**config.mk**
```make
export PLATFORM = sky130hd
export DESIGN_NAME = servo_speed_ramp
export DESIGN_NICKNAME = d
export VERILOG_FILES = /design/src/rtl/servo_speed_ramp.sv
export SDC_FILE = /design/constraint.sdc
export NUM_CORES = 1
export LEC_CHECK = 0
export BUFFER_PORTS_ARGS = -buffer_cell sky130_fd_sc_hd__buf_2
export CAP_MARGIN = 20
export CELL_PAD_IN_SITES_DETAIL_PLACEMENT = 1
export CELL_PAD_IN_SITES_GLOBAL_PLACEMENT = 1
export CORE_MARGIN = 3
export CORE_UTILIZATION = 50
export DETAILED_ROUTE_END_ITERATION = 10
export PLACE_DENSITY_LB_ADDON = 0.1
export SLEW_MARGIN = 20
export SYNTH_ARGS = -nofsm -noshare
export SYNTH_HDL_FRONTEND = slang
export SYNTH_SLANG_ARGS = --single-unit
```
**constraint.sdc**
```tcl
create_clock -name clk_in -period 12.2 [get_ports clk_in]
set_clock_uncertainty 0.2 [all_clocks]
set_input_delay 2.44 -clock clk_in [delete_from_list [all_inputs] [get_ports clk_in]]
set_output_delay 2.44 -clock clk_in [all_outputs]
set_load 0.05 [all_outputs]
```
**src/rtl/servo_speed_ramp.sv**
```systemverilog
`default_nettype none
// ============================================================================
// Module      : servo_speed_ramp
// Description : Turns a signed speed command into the pulse-width divisor for
//               servo_continuous. The command is clamped to +/-SPEED_MAX, and
//               the applied speed is slewed by at most SLEW_STEP once per PWM
//               frame. The divisor is recomputed two cycles after the frame tick.
// Ports       : clk_in          system clock
//               rst_in          asynchronous active-high reset
//               enable_in       0 forces the effective target to 0
//               speed_in        signed speed command
//               speed_valid_in  command valid
//               speed_ready_out command can be accepted (FSM in WAIT)
//               divisor_out     pulse width in clocks
//               cur_speed_out   currently applied (slewed) speed
//               at_target_out   cur_speed equals effective target
//               frame_tick_out  1-cycle pulse on the last cycle of a frame
// Revision    : 1.0 - initial release
// ============================================================================
module servo_speed_ramp #(
    parameter int unsigned FRAME_CYCLES = 1966080,
    parameter int unsigned NEUTRAL      = 147456,
    parameter int unsigned STEP_CYCLES  = 491,
    parameter int unsigned SPEED_MAX    = 100,
    parameter int unsigned SLEW_STEP    = 4
) (
    input  logic        clk_in,
    input  logic        rst_in,
    input  logic        enable_in,
    input  logic [7:0]  speed_in,
    input  logic        speed_valid_in,
    output logic        speed_ready_out,
    output logic [21:0] divisor_out,
    output logic [7:0]  cur_speed_out,
    output logic        at_target_out,
    output logic        frame_tick_out
);

    localparam logic        [21:0] c_frame_last  = 22'(FRAME_CYCLES - 1);
    localparam logic        [21:0] c_neutral     = 22'(NEUTRAL);
    localparam logic signed [24:0] c_neutral_ext = 25'(NEUTRAL);
    localparam logic signed [24:0] c_step_mult   = 25'(STEP_CYCLES);
    localparam logic signed [7:0]  c_spd_max     = 8'(SPEED_MAX);
    localparam logic signed [7:0]  c_spd_min     = -c_spd_max;
    localparam logic signed [8:0]  c_slew        = 9'(SLEW_STEP);
    localparam logic signed [8:0]  c_slew_neg    = -c_slew;
    localparam logic signed [7:0]  c_slew_8      = 8'(SLEW_STEP);

    typedef enum logic [1:0] {
        ST_WAIT = 2'd0,
        ST_STEP = 2'd1,
        ST_CALC = 2'd2
    } state_t;

    state_t             state_q, state_d;
    logic        [21:0] cnt_q, cnt_d;
    logic signed [7:0]  target_q, target_d;
    logic signed [7:0]  cur_q, cur_d;
    logic        [21:0] divisor_q, divisor_d;
    logic               at_target_q, at_target_d;

    logic               tick;
    logic signed [7:0]  cmd;
    logic signed [7:0]  eff_target;
    logic signed [8:0]  diff;

    assign tick       = (cnt_q == c_frame_last);
    assign cmd        = speed_in;
    assign eff_target = enable_in ? target_q : 8'sd0;
    // 9 bits so that e.g. +100 - (-100) cannot overflow
    assign diff       = 9'(eff_target) - 9'(cur_q);

    always_comb begin
        state_d     = state_q;
        cnt_d       = tick ? 22'd0 : cnt_q + 22'd1;
        target_d    = target_q;
        cur_d       = cur_q;
        divisor_d   = divisor_q;
        at_target_d = at_target_q;

        // Accept only in WAIT; -128 falls under the lower clamp as well
        if (state_q == ST_WAIT && speed_valid_in) begin
            if (cmd > c_spd_max) begin
                target_d = c_spd_max;
            end else if (cmd < c_spd_min) begin
                target_d = c_spd_min;
            end else begin
                target_d = cmd;
            end
        end

        case (state_q)
            ST_WAIT: begin
                if (tick) begin
                    state_d = ST_STEP;
                end
            end
            ST_STEP: begin
                if (diff > c_slew) begin
                    cur_d = cur_q + c_slew_8;
                end else if (diff < c_slew_neg) begin
                    cur_d = cur_q - c_slew_8;
                end else begin
                    cur_d = eff_target;
                end
                at_target_d = (cur_d == eff_target);
                state_d     = ST_CALC;
            end
            ST_CALC: begin
                // Low 22 bits of the signed sum; parameters keep it in range
                divisor_d = 22'(c_neutral_ext + (25'(cur_q) * c_step_mult));
                state_d   = ST_WAIT;
            end
            default: begin
                state_d = ST_WAIT;
            end
        endcase
    end

    always_ff @(posedge clk_in or posedge rst_in) begin
        if (rst_in) begin
            state_q     <= ST_WAIT;
            cnt_q       <= 22'd0;
            target_q    <= 8'sd0;
            cur_q       <= 8'sd0;
            divisor_q   <= c_neutral;
            at_target_q <= 1'b1;
        end else begin
            state_q     <= state_d;
            cnt_q       <= cnt_d;
            target_q    <= target_d;
            cur_q       <= cur_d;
            divisor_q   <= divisor_d;
            at_target_q <= at_target_d;
        end
    end

    assign speed_ready_out = (state_q == ST_WAIT);
    assign divisor_out     = divisor_q;
    assign cur_speed_out   = cur_q;
    assign at_target_out   = at_target_q;
    assign frame_tick_out  = tick;

endmodule
`default_nettype wire

```
==> results by group <==
Clock network
  – CTS resizes: 0
  – Worst-Skew Late Latency: 350 ps
  – Register clock-pin slew on the reported worst setup and hold paths: 80 ps
  – Clk buf depth: 2
  – Setup Buffers After CTS: 0
  – H-Tree Level Count: 3
  – CTS tree: built
  – Hold Buf Count CTS: 0
  – Root buf cell: clkbuf_8
  – CTS sink cnt: 60
  – TritonCTS Buffers: 9

Setup path
  – Critical path peak fanout: 21
  – RR Startpoint: cur_speed_out[5]
  – Cell with the largest stage delay on the worst path: mux2_2
  – Setup CP Type: in2reg
  – Reg2reg end: divisor_out[16]
  – Buf+Inv Stages, Crit Path: 2
  – Worst r2r path cells: 17
  – Top Family by Delay on Critical Path: simple AND/OR/NAND/NOR gates
  – Crit start category: primary input
  – Worst path max stage delay: 530 ps
  – Nature of the critical path endpoint: register
  – CP cell instances: buf_2, nand2_1, inv_1, ha_1, and4b_1, a311oi_2, a211oi_1, nor3_1, xnor2_1, nand4_1, mux2_2, o221ai_1, o221ai_1
  – Req. time, crit path: 12220 ps
  – Flop2flop setup slack: 6890 ps
  – CP Launch Point: enable_in
  – CP arrival: 5760 ps
  – Critical path's most frequent cell: o221ai_1

Routing
  – DRC viols: 0
  – Total number of vias: 4194
  – Vias per cell: 5.57
  – Drt first pass iters: 4
  – Routed WL: 12700 microns
  – Final ANT Viol Nets: 0
  – Drt first-iter violations: 155
  – WL/cell: 16.8 microns

Cells and area
  – # diodes: 0
  – Area Overhead vs Synth: 8.99%
  – Total Nets Final: 710
  – Share of layout cells above drive strength 1: 13.2%

Logic synthesis
  – Synth cell types: 66
  – Synth warn: 0
  – Synth area leader: dfrtp_1
  – Top cell type's share of synthesized area: 27.6%
  – Avg Inst Size Synth: 8.94 sq um
  – Most instantiated library cell after synthesis: nand2_1
  – Fraction of registers with async set/reset: 100%
  – Post-Syn Area: 0.00517 sq mm
  – Syn Inst Count: 578
  – Post-synth top cells: nand2_1, inv_1, ha_1
  – FF+latch count, synth: 60
  – Sequential cell area fraction in the yosys report: 29.1%
  – Post-synth EDFFs: 0
  – Top post-synthesis cells by area: dfrtp_1, ha_1, fa_1, xnor2_1, nand2_1
  – Top_reg_cell synth: dfrtp_1

Place
  – Gpl congestion: 0.855
  – IO Port Bufs: 41
  – Dpl ws: 6160 ps
  – Detailed placer's ending HPWL: 9900 microns

STA
  – Worst-Margin Slew: 887 ps
  – Setup TNS: 0 ps
  – Hold Slack: 266 ps
  – Period utilization: 47.1%
  – Final Hold Vio Count: 0
  – Slew HR: 40.7%
  – Fin worst setup slack: 6460 ps
  – Fin. max-slew vios: 0
  – RSZ-0062 raised after global routing: false
  – # setup viols final: 0
  – Peak Freq: 174 MHz
  – Min Tclk post-route: 5740 ps

Worst hold path
  – HP Start: cnt_q[0]
  – Min-Delay Endpoint: cnt_q[0]
  – Hold path depth: 1
  – HP Class: reg2reg

Floorplanning
  – Die W: 108 microns
  – Row Count: 36
  – DIE HEIGHT: 108 microns
  – Core area: 0.00991 sq mm
  – # IOs: 45
  – Die area: 0.0116 sq mm
  – Initial Util: 52.1%

Global route
  – Largest net degree at the start of global routing: 61
  – Vias in the first global route: 4422
  – Global route total overflow: 0
  – Initial antenna violation count: 0
  – GRT Overall Usage: 23.4%
  – First-pass GRT wire length: 21400 microns

Pwr
  – Pleak: 2.79 nW
  – VDD IR-drop max: 0.0514 mV
  – Cell area power density: 73.1 mW/mm^2

Outcome
  – Status: complete, no violations

Job
  – Max cap viols: 0
-- cell usage in the layout (no fill, tap or decap), types with 4 or more instances in the layout --
cell | synthesis | routed
xor2_1 | 13 | 13
buf_2 | 3 | 41
and3_1 | 11 | 11
xnor2_1 | 35 | 35
o21a_1 | 4 | 4
nor3_1 | 8 | 8
inv_2 | 3 | 4
nor4_1 | 4 | 4
a21o_1 | 4 | 4
a211oi_1 | 6 | 6
nor2b_1 | 8 | 8
nand3_1 | 21 | 21
o211ai_1 | 8 | 8
inv_1 | 66 | 65
o21ai_0 | 27 | 27
ha_1 | 60 | 60
nand4_1 | 6 | 6
fa_1 | 22 | 22
dfrtp_1 | 57 | 57
a21oi_1 | 16 | 16
nor2_1 | 38 | 38
nand2_1 | 71 | 71
o31ai_1 | 6 | 6
conb_1 | 2 | 5
clkbuf_8 | 0 | 10
-- state kept, by name, summed over array words and instances (netlist names) --
register	cells
state_q	2
target_q	8
cur_speed_out	8
at_target_out	1
cnt_q	22
divisor_out	19
-- worst reg2reg max path: stages (launching register included) --
cell,delay (ps)
dfrtp_1,710
inv_1,330
ha_1,460
ha_1,310
inv_1,50
fa_1,490
fa_1,550
inv_1,40
ha_1,330
a21o_1,190
a21oi_1,210
o21bai_1,90
a21oi_1,230
o21bai_1,130
a211o_1,330
a21bo_2,220
and3_1,160
o31ai_1,180
-- how the worst max path moves through the flow --
| stage | cells after the start | endpoint | slack [ps] |
|---|---|---|---|
| final | 13 | cur_speed_out[5] | 6460 |
| after global routing | 13 | cur_speed_out[5] | 6210 |
| after CTS | 13 | cur_speed_out[5] | 6500 |
| after detailed placement | 13 | cur_speed_out[5] | 6160 |
| after global placement | 13 | cur_speed_out[5] | 6330 |
| after floorplan | 13 | cur_speed_out[5] | 6590 |
-- stage by stage --
| stage | cell area, sq um | util, % | instances | total power [mW] |
|---|---|---|---|---|
| after floorplan | 5180 | - | 581 | 0.245 |
| after global placement | 5460 | 55.1 | 738 | 0.253 |
| after detailed placement | 5460 | 55.1 | 738 | 0.255 |
| after CTS | 5630 | 56.8 | 753 | 0.416 |
| after global routing | 5630 | 56.8 | 753 | 0.431 |
| final | 5630 | 56.8 | 753 | 0.411 |
-- power by group --
part	switching [mW]	internal [mW]
clock	0.0818	0.0778
combinational	0.0297	0.0161
sequential	0.00376	0.202
total	0.115	0.296
-- metal layers --
metal / vias up / global-route usage (%) / routed length [microns]
li1: 2017 / - / -
met1: 2097 / 30.5 / 5910
met2: 65 / 40.7 / 6250
met3: 15 / 2.46 / 327
met4: 0 / 7.03 / 191
met5: - / 0 / 0
-- area by class of cell --
| cell class | instances | area [sq um] |
|---|---|---|
| clock inverter | 4 | 26.3 |
| fill | 1203 | 4280 |
| tap | 133 | 166 |
| timing repair buffer | 43 | 220 |
| inverter | 70 | 263 |
| multi-input combinational | 432 | 3310 |
| clock buffer | 11 | 141 |
| sequential | 60 | 1510 |
-- cell families after synthesis --
family                   after synthesis  share of synthesized area (%)
AO/OA/AOI/OAI                        101                           13.8
XOR/XNOR                              48                           8.14
adder cells (fa/ha/maj)               83                           23.3
buffers and inverters                 89                           7.05
flip-flops                            60                           29.1
multiplexers                           6                           1.24
other                                  2                          0.145
AND/OR/NAND/NOR                      189                           17.2
No activity file was read; power rests on OpenSTA's default activity.
